File: config.mk
export PLATFORM = sky130hd
export DESIGN_NAME = uart_rx
export DESIGN_NICKNAME = d
export VERILOG_FILES = /design/src/rtl/uart_pkg.sv /design/src/rtl/sync_2ff.sv /design/src/rtl/uart_rx.sv
export SDC_FILE = /design/constraint.sdc
export NUM_CORES = 1
export LEC_CHECK = 0
export ABC_AREA = 1
export BUFFER_PORTS_ARGS = -buffer_cell sky130_fd_sc_hd__buf_2
export CAP_MARGIN = 20
export CORE_MARGIN = 4
export CORE_UTILIZATION = 45
export CTS_CLUSTER_DIAMETER = 80
export DETAILED_ROUTE_END_ITERATION = 12
export SKIP_LAST_GASP = 1
export SYNTH_ARGS = -nofsm -noshare
export SYNTH_HDL_FRONTEND = slang
export SYNTH_SLANG_ARGS = --single-unit
File: constraint.sdc
create_clock -name clk -period 3.9 [get_ports clk]
set_input_delay 0.39 -clock clk [delete_from_list [all_inputs] [get_ports clk]]
set_output_delay 0.39 -clock clk [all_outputs]
set_load 0.02 [all_outputs]
File: src/rtl/uart_pkg.sv
// uart_pkg: types and constants shared by the UART receive and transmit blocks.
//   state_e               - receiver FSM state encoding
//   CLK_PER_BIT_9600_12M  - clocks per bit for 9600 baud at 12 MHz
//   DATA_BITS             - data bits per frame
package uart_pkg;

  typedef enum logic [2:0] {
    IDLE,
    START,
    DATA,
    STOP,
    PARITY
  } state_e;

  localparam int CLK_PER_BIT_9600_12M = 1250;
  localparam int DATA_BITS            = 8;

endpackage

File: src/rtl/sync_2ff.sv
// sync_2ff: flop-chain synchronizer for an asynchronous input; all stages
// reset to 1 so an idle-high line reads idle straight out of reset.
//   clk, rst_n : clock, async active-low reset
//   d_i        : asynchronous input
//   q_o        : synchronized output (STAGES cycles of latency)
module sync_2ff #(
  parameter int STAGES = 2
) (
  input  logic clk,
  input  logic rst_n,
  input  logic d_i,
  output logic q_o
);

  logic [STAGES-1:0] sync_q;

  always_ff @(posedge clk or negedge rst_n) begin
    if (!rst_n) sync_q <= '1;
    else        sync_q <= {sync_q[STAGES-2:0], d_i};
  end

  assign q_o = sync_q[STAGES-1];

endmodule

File: src/rtl/uart_rx.sv
// uart_rx: 8N1 UART receiver (8E1 when UART_RX_PARITY_EN is defined).
//   clk, rst_n   : clock, async active-low reset
//   rx           : serial input, idle high, asynchronous
//   rx_data      : last correctly framed byte, LSB received first
//   rx_valid     : one-cycle pulse, rx_data updated in the same cycle
//   frame_error  : one-cycle pulse, stop bit sampled low
//   rx_busy      : frame in progress
//   parity_error : (UART_RX_PARITY_EN only) one-cycle pulse alongside the
//                  stop decision when even parity does not hold
module uart_rx
  import uart_pkg::*;
#(
  parameter int CLK_PER_BIT = CLK_PER_BIT_9600_12M,
  parameter int SYNC_STAGES = 2
) (
  input  logic       clk,
  input  logic       rst_n,
  input  logic       rx,
  output logic [7:0] rx_data,
  output logic       rx_valid,
  output logic       frame_error,
`ifdef UART_RX_PARITY_EN
  output logic       parity_error,
`endif
  output logic       rx_busy
);

  localparam logic [15:0] HALF_M1 = 16'(CLK_PER_BIT / 2 - 1);
  localparam logic [15:0] FULL_M1 = 16'(CLK_PER_BIT - 1);

  logic rx_s;

  sync_2ff #(.STAGES(SYNC_STAGES)) u_sync (
    .clk  (clk),
    .rst_n(rst_n),
    .d_i  (rx),
    .q_o  (rx_s)
  );

  state_e                 state_q, state_d;
  logic [15:0]            cnt_q, cnt_d;
  logic [2:0]             idx_q, idx_d;
  logic [DATA_BITS-1:0]   sh_q, sh_d;
  logic [DATA_BITS-1:0]   data_q, data_d;
  logic                   vld_q, vld_d;
  logic                   ferr_q, ferr_d;
`ifdef UART_RX_PARITY_EN
  logic                   par_q, par_d;
  logic                   perr_q, perr_d;
`endif

  always_ff @(posedge clk or negedge rst_n) begin
    if (!rst_n) begin
      state_q <= IDLE;
      cnt_q   <= '0;
      idx_q   <= '0;
      sh_q    <= '0;
      data_q  <= '0;
      vld_q   <= 1'b0;
      ferr_q  <= 1'b0;
`ifdef UART_RX_PARITY_EN
      par_q   <= 1'b0;
      perr_q  <= 1'b0;
`endif
    end else begin
      state_q <= state_d;
      cnt_q   <= cnt_d;
      idx_q   <= idx_d;
      sh_q    <= sh_d;
      data_q  <= data_d;
      vld_q   <= vld_d;
      ferr_q  <= ferr_d;
`ifdef UART_RX_PARITY_EN
      par_q   <= par_d;
      perr_q  <= perr_d;
`endif
    end
  end

  always_comb begin
    state_d = state_q;
    cnt_d   = cnt_q + 16'd1;
    idx_d   = idx_q;
    sh_d    = sh_q;
    data_d  = data_q;
    vld_d   = 1'b0;
    ferr_d  = 1'b0;
`ifdef UART_RX_PARITY_EN
    par_d   = par_q;
    perr_d  = 1'b0;
`endif
    unique case (state_q)
      IDLE: begin
        cnt_d = '0;
        if (!rx_s) state_d = START;
      end
      // Mid-start-bit check filters short low glitches on an idle line.
      START: begin
        if (cnt_q == HALF_M1) begin
          cnt_d = '0;
          if (rx_s) begin
            state_d = IDLE;
          end else begin
            state_d = DATA;
            idx_d   = '0;
          end
        end
      end
      DATA: begin
        if (cnt_q == FULL_M1) begin
          cnt_d       = '0;
          sh_d[idx_q] = rx_s;
          idx_d       = idx_q + 3'd1;
`ifdef UART_RX_PARITY_EN
          if (idx_q == 3'd7) state_d = PARITY;
`else
          if (idx_q == 3'd7) state_d = STOP;
`endif
        end
      end
      PARITY: begin
`ifdef UART_RX_PARITY_EN
        if (cnt_q == FULL_M1) begin
          cnt_d   = '0;
          par_d   = rx_s;
          state_d = STOP;
        end
`else
        state_d = IDLE;
`endif
      end
      // Decide at mid-stop-bit and drop to IDLE right away so a following
      // start bit with zero idle time is still caught.
      STOP: begin
        if (cnt_q == FULL_M1) begin
          cnt_d   = '0;
          state_d = IDLE;
          if (rx_s) begin
            data_d = sh_q;
            vld_d  = 1'b1;
          end else begin
            ferr_d = 1'b1;
          end
`ifdef UART_RX_PARITY_EN
          perr_d = ^{sh_q, par_q};
`endif
        end
      end
      default: state_d = IDLE;
    endcase
  end

  assign rx_data     = data_q;
  assign rx_valid    = vld_q;
  assign frame_error = ferr_q;
  assign rx_busy     = (state_q != IDLE);
`ifdef UART_RX_PARITY_EN
  assign parity_error = perr_q;
`endif

endmodule

* After elaboration in Yosys (flattened, before gate mapping)
Index checks and enable logic that the tools add are counted.
Word-level totals: flip-flop bits (word level) 42, input port bits 3, output and inout port bits 11
Cells by class: add/sub/neg operators 2, magnitude comparators 2, eq/ne operators 12, multiplexer cells 23, reduce and logical (&&, ||, !) cells 9
Operators by type and width (number):
- one-hot mux 16 bit (3 select lines) | 1
- two-way mux 16 bit | 2
- two-way mux 3 bit | 8
- adder 16 x 1 -> 16 bit, second input constant | 1
- == test 16 x 10 -> 1 bit, second input constant | 1
- == test 16 x 11 -> 1 bit, second input constant | 1
- inequality test 2 bit, second input constant | 6
- one-hot mux 3 bit (4 select lines) | 1
- bitwise mux 8 bit | 1
- two-way mux 1 bit | 7
- == test 3 x 2 -> 1 bit, second input constant | 2
- one-hot mux 3 bit (2 select lines) | 1
- AND reduction 5 bit | 1
- less-than comparator 3 x 4 -> 1 bit, second input constant | 1
- AND reduction 4 bit | 1
- adder 3 x 1 -> 3 bit, second input constant | 1
- demux 1 bit (select 3 bit) | 1
- == test 3 x 1 -> 1 bit, second input constant | 1
- == test 3 bit, second input constant | 1
- >= comparator 3 x 1 -> 1 bit, second input constant | 1
- zero test 3 bit | 1
- AND reduction 3 bit | 1
- nonzero test 3 bit | 1
- two-way mux 2 bit | 1
- other kinds (4) | 4

* Logic depth before layout (Yosys ltp)
Gate-level depths: netlist (run 1).
depth in word-level cells 5, depth in mapped cells 9, mapped depth without buffers 9

* Modules after synthesis
From an unflattened synthesis (run 1), not the netlist that was laid out.
Unflattened totals: cell total of the unflattened synthesis 259, area total of the unflattened synthesis 2208.4 um2
Modules (own cells, without submodules):
- uart_rx | times used 1, cells an instance 257, area an instance 2155.8 um2, seq. area each 975.9 um2
- sync_2ff | times used 1, cells an instance 2, area an instance 52.6 um2, seq. area each 52.6 um2

* Worst setup path after synthesis (run 1)
OpenSTA, ideal clock, no wires.
path type reg2reg, start point reg cnt_q[0], end point reg cnt_q[12], arrival time 1.245 ns, data required time 3.823 ns, setup slack 2.578 ns, stages on the path, launching flop included 8, buffers on the path 0, period minus slack after synthesis 1.322 ns, cells stage by stage dfrtp_1 -> ha_1 -> nand3_1 -> nor2_2 -> nand2_1 -> o21ai_0 -> nand2_1 -> a21oi_1
On the way: word-level cells in the longest chain between the ends 3, elaborated cells between the ends (all ways) 6, those cells by class add/sub: 1; eq/ne: 2; mux: 3
RTL lines:
- from (decl) | line uart_rx.sv:41 | logic [15:0] cnt_q, cnt_d;
- from (signal assigned) | line uart_rx.sv:67 | cnt_q <= cnt_d;
- adder 16 x 1 -> 16 bit, or another cell as far along | line uart_rx.sv:82 | cnt_d = cnt_q + 16'd1;
- two-way mux 16 bit, on equally long branches | line uart_rx.sv:110, uart_rx.sv:135, uart_rx.sv:99
- one-hot mux 16 bit (3 select lines) (*) | line uart_rx.sv:92 | unique case (state_q)
- via cnt_d[12] | line uart_rx.sv:41
Mark *: on every way through the listed nets, which the timed path passes. The rest lies on a longest branch. A chain may end at the register's enable or synchronous reset.

* Final worst setup path (run 1)
start point reg cnt_q[4], end point reg data_q[2] (netlist: rx_data[2])
On the way: word-level cells in the longest chain between the ends 2
RTL lines:
- == test 16 x 11 -> 1 bit | line uart_rx.sv:135 | if (cnt_q == FULL_M1) begin
- AND reduction 3 bit (no line)
- to (signal assigned) | line uart_rx.sv:70 | data_q <= data_d;
- to (decl) | line uart_rx.sv:44 | logic [DATA_BITS-1:0] data_q, data_d;
Every way passes these cells.

==> results of run 1 <==
-- final timing paths --
path / end / slack [ns]
min: u_sync.sync_q[0] / 0.18
max in group asynchronous: state_q[1] / 3.12
max reg2reg: rx_data[2] / 2.07
min reg2reg: u_sync.sync_q[1] / 0.36
max: rx_data[2] / 2.07
min in group asynchronous: cnt_q[6] / 0.21
-- critical path: stages (launching register included) --
cell and delay (ns):
sky130_fd_sc_hd__dfrtp_1 0.44, sky130_fd_sc_hd__inv_1 0.11, sky130_fd_sc_hd__nand2_1 0.05, sky130_fd_sc_hd__nor2_1 0.10, sky130_fd_sc_hd__nand3_1 0.10, sky130_fd_sc_hd__nor2_2 0.35
sky130_fd_sc_hd__nand3_1 0.36, sky130_fd_sc_hd__nand2_1 0.15, sky130_fd_sc_hd__nand2_1 0.06
-- flip-flops by register name, summed over array words and instances (netlist names) --
signal / count
state_q: 2
rx_data: 8
idx_q: 3
u_sync.sync_q: 2
cnt_q: 16
rx_valid: 1
frame_error: 1
sh_q: 8
-- area by class of cell --
| type | instances | area (sq um) | area share |
|---|---|---|---|
| well taps | 52 | 65.06 | 0.02823 |
| multi-input cells | 198 | 937.1 | 0.4066 |
| clock inverters | 3 | 46.29 | 0.02009 |
| clock buffers | 5 | 68.82 | 0.02986 |
| inverters | 25 | 93.84 | 0.04072 |
| repair buffers | 13 | 65.06 | 0.02823 |
| flip-flops and latches | 41 | 1028 | 0.4463 |
-- stage by stage --
step	std cells	setup slack, ns
after floorplan	268	2.578
after global placement	329	2.096
after detailed placement	329	2.057
after CTS	337	2.049
after global routing	337	1.777
final	337	2.073
-- power breakdown --
group,switching (mW),leakage (nW),internal (mW)
clock network,0.157,0.0543,0.192
logic,0.0103,0.528,0.000995
registers,0.000683,0.551,0.427
-- metal layers --
metal,vias to the layer above,wire length (microns),part of all wire,GRT usage
met2,30,1811,0.42,0.2302
met5,-,0,0,0
met4,0,64,0.015,0.05435
li1,882,-,-,-
met3,6,225,0.053,0.04019
met1,751,2174,0.51,0.2555
-- cells by family after synthesis --
group	synth area share
buf+inv	0.06153
flops	0.4910
fa+ha+maj	0.02987
xor+xnor	0.03345
compound gates	0.06033
simple gates	0.3238
-- placed cells by master, fill, tap and decap left out --
cell	n
sky130_fd_sc_hd__nand2_1	88
sky130_fd_sc_hd__dfrtp_1	39
sky130_fd_sc_hd__nor2_1	36
sky130_fd_sc_hd__inv_1	24
sky130_fd_sc_hd__nand3_1	19
sky130_fd_sc_hd__buf_2	13
sky130_fd_sc_hd__a21oi_1	11
sky130_fd_sc_hd__o21ai_1	7
sky130_fd_sc_hd__nand4_1	6
sky130_fd_sc_hd__xor2_1	5
sky130_fd_sc_hd__ha_1	5
sky130_fd_sc_hd__clkbuf_8	5
sky130_fd_sc_hd__nor3_1	4
sky130_fd_sc_hd__nor2_2	4
sky130_fd_sc_hd__xnor2_1	3
sky130_fd_sc_hd__o21ai_0	3
sky130_fd_sc_hd__nand2_2	2
sky130_fd_sc_hd__dfstp_2	2
sky130_fd_sc_hd__nand2_4	1
sky130_fd_sc_hd__o21a_1	1
sky130_fd_sc_hd__a21boi_0	1
sky130_fd_sc_hd__clkinv_1	1
sky130_fd_sc_hd__nor2_4	1
sky130_fd_sc_hd__o22ai_1	1
sky130_fd_sc_hd__clkinvlp_4	1
sky130_fd_sc_hd__clkinv_4	1
sky130_fd_sc_hd__bufinv_16	1
==> impl.org, run 1 <==
** Detailed routing
- After detailed routing, the number of vias per cell comes to 4.953.
- Antenna viol nets, final :: 0
- Post-route DRC violation count :: 0
- Total vias in the final route :: 1,669
- The first routing iteration left 107 violations.
- Routed wire length :: 4276 microns
- In the final routed layout, each cell accounts on average for 12.69 microns.
- Before antenna repair, the detailed router went through 4 iterations.

** Yosys
- Number of flops mapped to enable cells by yosys :: 0
- In the synthesized netlist the async set-or-reset flop fraction comes to 1.000.
- Predominant post-synthesis flop cell :: sky130_fd_sc_hd__dfrtp_1
- Syn Std Cell Area :: 2095 sq um
- Counting every net in the synthesized netlist gives 276.
- Sequential share of the synthesized area :: 0.4910
- Counting distinct cell types in the post-synthesis netlist gives 25.
- Commonest cells in the synthesized netlist :: sky130_fd_sc_hd__nand2_1, sky130_fd_sc_hd__dfrtp_1, sky130_fd_sc_hd__nor2_1, sky130_fd_sc_hd__inv_1, sky130_fd_sc_hd__nand3_1
- Post-synthesis sequential element count :: 41
- Average instance area after synthesis :: 7.815 sq um
- Cell types occupying the most area after synthesis :: sky130_fd_sc_hd__dfrtp_1, sky130_fd_sc_hd__nand2_1, sky130_fd_sc_hd__nor2_1, sky130_fd_sc_hd__nand3_1, sky130_fd_sc_hd__inv_1
- For this run, the number of Yosys warnings is 0.
- Top-count cell post-synth :: sky130_fd_sc_hd__nand2_1
- Synthesis handed over a netlist of 268 instances.
- Area share of the leading cell type in the synthesized netlist :: 0.4659
- The biggest area contributor in the post-synthesis netlist is sky130_fd_sc_hd__dfrtp_1.

** Placed design
- During placement, the flow inserted port buffers numbering 13.
- Post-detail-place hpwl :: 3000 microns
- Once placement finished, the instance area stood at 2190 sq um.
- Routability-driven placement congestion ratio :: 0.8220

** Timing
- Counting I/O delays and the setup requirement, the final critical path takes 1.827 ns.
- Hold violation count in the final report :: 0
- Final Skew :: 0.004824 ns
- The tightest hold path in the finished design has a slack of 0.1847 ns.
- Setup repair after global routing left no endpoint under its margin.
- Total negative setup slack :: 0 ns
- Maximum achievable frequency :: 547.5 MHz
- Crit share post-route :: 0.4683
- The number of max-slew violations in the final report came to 0.
- Least-Margin Pin Slew :: 0.9076 ns
- Slew headroom :: 0.3949
- Setup violations remaining at the end of the flow were counted as 0.

** Final layout
- Antenna Diode Count :: 0
- Cell area after layout :: 2305 sq um
- The filler cells instantiated in the layout total 439.
- Final #Nets :: 292
- Share of the core filled with cells in the final layout :: 0.5186
- Of the cells placed in the final design, the portion with a size suffix greater than 1 is 0.1088.
- Layout area overhead :: 10.04%

** Die
- The floorplan has 24 rows.
- The die covers 5810 sq um.
- Pin placement for this block handled 14 I/O pins.
- Core outline area :: 4444 sq um
- Effective utilization at floorplan :: 0.4713
- The die is 76.23 microns wide.
- The die is 76.23 microns tall.

** Clocking
- Clock root buffer master :: sky130_fd_sc_hd__clkbuf_8
- Clock tree synthesis inserted a total of 5 buffers.
- Clock transition at the registers of the reported paths :: 0.08 ns
- After clock tree synthesis, the flow added hold-fix buffers numbering 0.
- In this run, post-CTS repair resized a total of 0 instances.
- CTS tree :: built
- Post-CTS Setup Inserts :: 0
- The clock reaches the later pin of the worst-skew pair after 0.30 ns.
- Count of H-tree levels built during CTS :: 2
- Clock sink count :: 41
- Counting along the longest clock path gives a buffer depth of 2.

** Worst setup path
- Length in cells of the worst reg-to-reg path :: 8
- Of all nets on the critical path, the largest fanout is 12.
- Critical register-to-register path startpoint :: cnt_q[4]
- Data required time at the worst endpoint :: 4.10 ns
- Worst Path Class, Setup :: flip-flop to flip-flop
- Data on the critical path arrives at its endpoint at 2.02 ns.
- The worst setup path is captured at a flip-flop.
- The worst setup path is launched from a flip-flop.
- Start point of the critical path :: cnt_q[4]

** GRT
- Entering global routing, the biggest net connects 42 pins.
- Initial antenna violation count :: 0
- Total grt overflow :: 0
- Vias in the first global route :: 1,588
- In the global route stage, overall resource usage came out at 0.1673.
- The first global-routing pass estimated 7769 microns of wire.

** Min path
- Along the worst hold path, the cell count comes to 1.
- The startpoint identified for the worst hold timing path is rx.
- In this run the worst hold path is classified as input pin to flip-flop.

** Power and ir drop
- Power comes to 787.5 uW.
- IR analysis of the VDD net gives a maximum drop of 0.2168 mV.
- Total power per unit cell area :: 341.7 nW/um^2
- Static leakage power :: 1.134 nW

** Outcome
- The run finished with clean final reports.

** Run
- Across the run, the number of max-cap violations was 0.
Note: power is estimated with default switching activity, not from simulation.
==> inputs of run 2 (changes only) <==
ABC_AREA = 0   (was 1)
clock period = 1.7 ns   (was 3.9 ns; I/O delays follow)
==> impl.org, run 2 <==
** Detailed routing
- Number of DRC violations after detailed-routing iteration 0 :: 74
- Post-route DRC violation count :: 0
- Post-DR vias/cell :: 5.439
- After detailed routing, the average wire length per cell comes to 15.08 microns.
- Routed wire length :: 4328 microns
- Total vias in the final route :: 1,561
- The first detailed-routing pass took 4 iterations.
- The detail route stage leaves a number of antenna-violating nets equal to 0.

** Timing
- Final worst-path setup slack :: -0.1190 ns
- Final Skew :: 0.007317 ns
- The tightest hold path in the finished design has a slack of 0.3669 ns.
- Slew headroom :: 0.6563
- RSZ-0062 raised after global routing :: true
- The smallest clock period supported by the final layout is computed as 1.819 ns.
- Hold violation count in the final report :: 0
- Total negative setup slack :: -1.920 ns
- Maximum achievable frequency :: 549.7 MHz
- For the pin with the worst max-slew slack, the measured transition is 0.5155 ns.
- # setup viols final :: 36
- Crit share post-route :: 1.070
- The number of max-slew violations in the final report is 0.

** Power and ir drop
- Sequential share of power :: 0.541
- Peak VDD IR :: 0.5069 mV
- Of the total power, combinational logic draws 0.019.
- In this run the power spent charging and discharging nets is 384.3 uW.
- The design draws 1.811 mW.
- Fraction of power spent switching nets :: 0.2122
- Cell internal power was estimated by the tool at 1.426 mW.
- For this design the static power due to leakage is 1.239 nW.
- Total power per unit cell area :: 668.8 nW/um^2
- The share of total power dissipated in the clock network is 0.440.

** Clocking
- Clock transition at the registers of the reported paths :: 0.08 ns
- The later pin in the worst-skew pair is clocked with a latency of 0.30 ns.
- The clock tree synthesis step divided the H-tree into 2 levels.
- The root buffer cell chosen for the clock tree is sky130_fd_sc_hd__clkbuf_8.
- Number of CTS-inserted buffers :: 5
- Clock sink count :: 41
- TritonCTS built the clock tree.
- Maximum root-to-sink buffer count :: 2

** Final layout
- Commonest non-fill, non-tap cells in the layout :: sky130_fd_sc_hd__dfrtp_1, sky130_fd_sc_hd__buf_4, sky130_fd_sc_hd__nor2_1, sky130_fd_sc_hd__nand3_1
- Measured on the finished design, the core utilization comes to 0.6176.
- The register with the most flip-flops in the layout has 16 of them.
- Final #Nets :: 242
- Compared with the post-synthesis result, the final layout area differs by 31.79%.
- Combined flip-flop and latch cell area :: 1028 sq um
- Commonest non-fill, non-tap cell in the layout :: sky130_fd_sc_hd__dfrtp_1
- Register bank with the most flops :: cnt_q
- Summing all non-filler instances in the final layout gives an area of 2708 sq um.
- Of the cells placed in the final design, the portion with a size suffix greater than 1 is 0.4085.
- Excluding fillers, the count of instances in the completed layout stands at 287.
- Layout filler cell count :: 344
- In the final layout, the multi-input gates occupy 1075 sq um.
- Antenna Diode Count :: 0

** Die
- IO Count :: 14
- Die Area :: 5711 sq um
- The floorplan has 24 rows.
- The die is 75.57 microns tall.
- Effective utilization at floorplan :: 0.4686
- The die is 75.57 microns wide.
- Core outline area :: 4384 sq um

** Yosys
- Synth Warn # :: 0
- Synthesis inferred 41 register bits.
- Predominant post-synthesis flop cell :: sky130_fd_sc_hd__dfrtp_1
- Average instance area after synthesis :: 11.23 sq um
- Cell type with the largest total area after synthesis :: sky130_fd_sc_hd__dfrtp_1
- Number of flops mapped to enable cells by yosys :: 0
- Area share of the leading cell type in the synthesized netlist :: 0.4750
- Summing every instance area after synthesis gives 2054 sq um.
- Counting instances in the post-synthesis netlist gives the leading cell types as sky130_fd_sc_hd__dfrtp_1, sky130_fd_sc_hd__nor2_1, sky130_fd_sc_hd__nand3_1, sky130_fd_sc_hd__mux2_2, sky130_fd_sc_hd__xnor2_1.
- By instance count, the leading cell after synthesis is sky130_fd_sc_hd__dfrtp_1.
- Sequential share of the synthesized area :: 0.5006
- Synthesis produced 183 cells.
- Share of flip-flops with an asynchronous set or reset :: 1.000
- Post-Syn Nets :: 191
- The synthesized netlist contains 38 unique library cells.
- Cell types occupying the most area after synthesis :: sky130_fd_sc_hd__dfrtp_1, sky130_fd_sc_hd__mux2_2, sky130_fd_sc_hd__xnor2_1, sky130_fd_sc_hd__nor2_1, sky130_fd_sc_hd__nand3_1

** Outcome
- Failing checks :: negative setup slack
- Run status :: complete, but fails checks

** Placed design
- Cell area after placement :: 2385 sq um
- During placement, the flow inserted port buffers numbering 13.
- Post-placement cell count :: 271
- Post-detail-place hpwl :: 2973 microns
- Post-placement setup slack :: -0.1696 ns
- The congestion estimate from routability-driven global placement came to 0.8288.

** Worst setup path
- Cell-by-cell listing of the critical path :: nor4_4, nand4_4, buf_6, nor4_4, mux2_4
- The number of buffers and inverters on the critical path is 1.
- CP peak stage delay :: 0.42 ns
- By instance count, the cell type seen most on the critical path is sky130_fd_sc_hd__nor4_4.
- Data on the critical path arrives at its endpoint at 2.01 ns.
- Cell family contributing the most delay on the critical path :: simple AND/OR/NAND/NOR gates
- Startpoint type of the worst setup path :: flip-flop
- At the worst endpoint, the required time is 1.89 ns.
- STA classifies the critical path endpoint as a flip-flop.
- The slowest stage of the critical path is the sky130_fd_sc_hd__dfrtp_1 cell.
- CP max FO :: 6
- The worst setup path is of the flip-flop to flip-flop kind.

** GRT
- Entering global routing, the biggest net connects 42 pins.
- Global-route wire length before repair :: 7155 microns
- For this run, the total global-route usage over all layers was measured as 0.1684.
- Initial antenna violation count :: 0
- Vias in the first global route :: 1,514
- The total overflow left after global routing is 0.

** Min path
- Classification of the worst-slack hold path :: flip-flop to flip-flop

** Run
- Count of max-cap constraint violations :: 0
run 2: worst reg2reg max path, cell delays in order (launching register included):
cell and delay (ns):
sky130_fd_sc_hd__dfrtp_1 0.42, sky130_fd_sc_hd__nor4_4 0.38, sky130_fd_sc_hd__nand4_4 0.25, sky130_fd_sc_hd__buf_6 0.20
sky130_fd_sc_hd__nor4_4 0.14, sky130_fd_sc_hd__mux2_4 0.32
run 2: area by class of cell:
class / count / area share
Multi-Input combinational cell: 126 / 0.3969
Sequential cell: 41 / 0.3799
Timing Repair Buffer: 52 / 0.1456
Clock buffer: 5 / 0.02542
Tap cell: 52 / 0.02403
Clock inverter: 3 / 0.01710
Inverter: 8 / 0.01109
run 2: cell families after synthesis:
group                    count (synthesis)  share of synthesized area
flip-flops                              41                     0.5006
adder cells (fa/ha/maj)                  5                    0.03045
XOR/XNOR                                14                    0.05968
AO/OA/AOI/OAI                           10                    0.03837
buffers and inverters                   16                    0.03776
multiplexers                            16                    0.08770
AND/OR/NAND/NOR                         81                     0.2454
run 2: power groups by stage:
stage	combinational [mW]	clock (mW)	sequential (mW)
finish	0.0336	0.798	0.980
global route	0.0397	0.851	0.980
CTS	0.0349	0.813	0.980
detailed placement	0.0311	0	0.999
global placement	0.0300	0	0.999
floorplan	0.00389	0	0.999
run 2: path summary, 6_finish.rpt:
check | from | to | slack [ns] | cells after the start
max in group asynchronous | rst_n | u_sync.sync_q[1] | 0.86 | 3
min in group asynchronous | rst_n | state_q[0] | 0.46 | 3
min reg2reg | u_sync.sync_q[0] | u_sync.sync_q[1] | 0.37 | 0
max reg2reg | cnt_q[11] | sh_q[2] | -0.12 | 5
max | cnt_q[11] | sh_q[2] | -0.12 | 5
min | u_sync.sync_q[0] | u_sync.sync_q[1] | 0.37 | 0
run 2: what timing repair did:
| item | CTS | global route |
|---|---|---|
| pin swaps | 8 | 12 |
| setup buffers | 5 | 2 |
| hold endpoints to repair | 40 | 0 |
| resized for setup | 19 | 18 |
| setup endpoints to repair | 35 | 38 |
| hold buffers | 2 | 0 |
run 2: routing by layer:
metal	global-route usage	share of wire	vias to the layer above
met5	0	0	-
met4	0.06796	0.014	0
met3	0.04354	0.033	6
met2	0.2454	0.48	19
met1	0.2395	0.48	783
li1	-	-	753
==> inputs of run 3 (changes only) <==
==> constraint.sdc (replaced) <==
create_clock -name clk -period 1.7 [get_ports clk]
set_input_delay 0.34 -clock clk [delete_from_list [all_inputs] [get_ports clk]]
set_output_delay 0.34 -clock clk [all_outputs]
set_load 0.02 [all_outputs]
==> impl.org, run 3 (synthesis results as in run 2) <==
** Outcome
- Run status :: complete, but fails checks
- Failing checks :: negative setup slack

** Timing
- Hold violation count in the final report :: 0
- # setup viols final :: 37
- The number of max-slew violations in the final report came to 0.
- Maximum achievable frequency :: 549.7 MHz
- On the final layout, the worst clock skew is 0.007584 ns.
- In the finished design, the share of the clock period the worst path needs comes to 1.070.
- Adding up every negative setup slack in the final design gives -1.852 ns.
- Final worst-path setup slack :: -0.1191 ns
- After layout, the minimum clock period comes to 1.819 ns.
- The worst pin sits at a relative slew slack of 0.6631.
- Least-Margin Pin Slew :: 0.5054 ns
- Setup repair after global routing could not meet its margin everywhere.

** Final layout
- Finished Layout Cells :: 290
- Cell area after layout :: 2741 sq um
- Antenna Diode Count :: 0
- The layout has 342 filler cells.
- Combined flip-flop and latch cell area :: 1028 sq um
- Flip-flop count of the largest register after layout :: 16
- Register bank with the most flops :: cnt_q
- Fraction of final layout cells sized beyond drive strength 1 :: 0.4244
- Leaving out fill and tap cells, the most frequent cell in the layout is sky130_fd_sc_hd__dfrtp_1.
- Compared with the post-synthesis result, the final layout area differs by 33.43%.
- Final #Nets :: 245
- In the layout the commonest cells are sky130_fd_sc_hd__dfrtp_1, sky130_fd_sc_hd__buf_4, sky130_fd_sc_hd__nor2_1, sky130_fd_sc_hd__nand3_1.
- Combined area of the multi-input logic cells :: 1089 sq um

** Clocking
- The H-tree generated during clock tree synthesis spans 2 levels.
- Clock tree synthesis inserted a total of 5 buffers.
- For the worst-skew pair, the clock arrives at the later sink with an insertion delay of 0.30 ns.
- Clock sink count :: 41
- Clock transition at the registers of the reported paths :: 0.09 ns
- TritonCTS built the clock tree.
- The root buffer cell chosen for the clock tree is sky130_fd_sc_hd__clkbuf_8.
- The clock passes through at most 2 buffers.

** Worst setup path
- CP max FO :: 6
- The worst setup path is launched from a flip-flop.
- The largest single stage delay on the critical path is 0.40 ns.
- On the critical path, the stage with the largest delay is an instance of sky130_fd_sc_hd__dfrtp_1.
- CP arrival :: 2.01 ns
- Cell-by-cell listing of the critical path :: inv_2, ha_4, and4b_1, nand4_4, buf_6, nor4_4, mux2_4
- Crit. End Element :: flip-flop
- By startpoint and endpoint, the worst setup path is classified as flip-flop to flip-flop.
- At the worst endpoint, the required time is 1.89 ns.

** Min path
- The worst hold path belongs to the class input pin to flip-flop.

** GRT
- For this run, the total global-route usage over all layers was measured as 0.1908.
- Vias in the first global route :: 1,640
- After global routing the overflow that remains totals 0.
- Maximum number of pins on one net before global-route repair :: 21
- Initial antenna violation count :: 0
- Global-route wire length before repair :: 8121 microns

** Detailed routing
- Number of DRC violations after detailed-routing iteration 0 :: 93
- Number of detailed-route iterations in the first pass :: 4
- Routed WL per cell :: 16.69 microns
- Total vias in the final route :: 1,592
- The final layout contains routed wiring with a total length of 4840 microns.
- For this run, design rule violations remaining after detail routing come to 0.
- In this run the remaining antenna-violating nets after routing total 0.
- Post-DR vias/cell :: 5.490

** Die
- After floorplanning, the core was divided into 24 placement rows.
- For this design the top-level I/O count stands at 14.
- In this run the vertical extent of the chip is 75.57 microns.
- For this configuration, the core starts out at a cell density of 0.4686.
- Core outline area :: 4384 sq um
- Die Area :: 5711 sq um
- X dimension of the die :: 75.57 microns

** Power and ir drop
- For this design the static power due to leakage is 1.249 nW.
- Dividing total power by cell area gives a power density of 661.2 nW/um^2.
- Across the VDD grid, the largest voltage drop is 0.4458 mV.

** Placed design
- The count of buffers added on input and output ports is 13.
- Routability-driven placement congestion ratio :: 0.8135
- In this run the cell area measured after placement is 2392 sq um.
- Post-placement cell count :: 272
- After legalization and detailed placement, the total HPWL measured 3285 microns.

** Run
- Count of max-cap constraint violations :: 0
==> run 3: cell type report <==
type / instances / area share
Clock buffer: 5 / 0.02510
Clock inverter: 3 / 0.01689
Inverter: 8 / 0.01095
Multi-Input combinational cell: 126 / 0.3971
Sequential cell: 41 / 0.3752
Tap cell: 52 / 0.02373
Timing Repair Buffer: 55 / 0.1511
==> run 3: power by group <==
| group | switching (mW) | internal [mW] |
|---|---|---|
| Combinational | 0.0260 | 0.00851 |
| Sequential | 0.00138 | 0.979 |
| Clock | 0.359 | 0.439 |
==> run 3: worst paths after layout <==
path	start	endpoint	slack, ns	depth (start not counted)
worst min-delay path	rx	u_sync.sync_q[0]	0.13	1
worst max-delay path	cnt_q[1]	sh_q[2]	-0.12	7
worst max register to register	cnt_q[1]	sh_q[2]	-0.12	7
min in group asynchronous	rst_n	rx_data[6]	0.53	2
max in group asynchronous	rst_n	u_sync.sync_q[1]	0.59	3
worst min register to register	u_sync.sync_q[0]	u_sync.sync_q[1]	0.37	0
==> run 3: per-layer routing <==
layer | track usage | share of wire | routed length [microns]
met4 | 0.07379 | 0.020 | 97
met3 | 0.04617 | 0.034 | 164
met5 | 0 | 0 | 0
met2 | 0.2982 | 0.50 | 2412
met1 | 0.2567 | 0.45 | 2166
==> run 3: critical path, delay by kind of cell (launching register included) <==
kind	cells	cell delay (ns)
and+or+nand+nor	3	0.59
DFF	1	0.40
muxes	1	0.33
buffers and inverters	2	0.27
adders and majority gates	1	0.12
==> run 3: timing repair <==
| action | 4_1_cts | 5_1_grt |
|---|---|---|
| pin swaps | 10 | 7 |
| hold buffers | 1 | 0 |
| hold endpoints to repair | 18 | 0 |
| resized for setup | 24 | 14 |
| endpoints found under the setup margin | 36 | 38 |
| setup buffers | 6 | 3 |
==> run 3: metrics by stage <==
| stage | setup WS [ns] | hold slack (ns) | total power, mW | utilization |
|---|---|---|---|---|
| floorplan | -0.1436 | 0.04441 | 1.003 | - |
| CTS | -0.1084 | 0.1205 | 1.825 | 0.6067 |
| global route | -0.1830 | 0.1228 | 1.890 | 0.6253 |
| global placement | -0.1231 | 0.3052 | 1.031 | 0.5457 |
| detailed placement | -0.1791 | 0.3163 | 1.033 | 0.5457 |
| finish | -0.1191 | 0.1307 | 1.813 | 0.6253 |
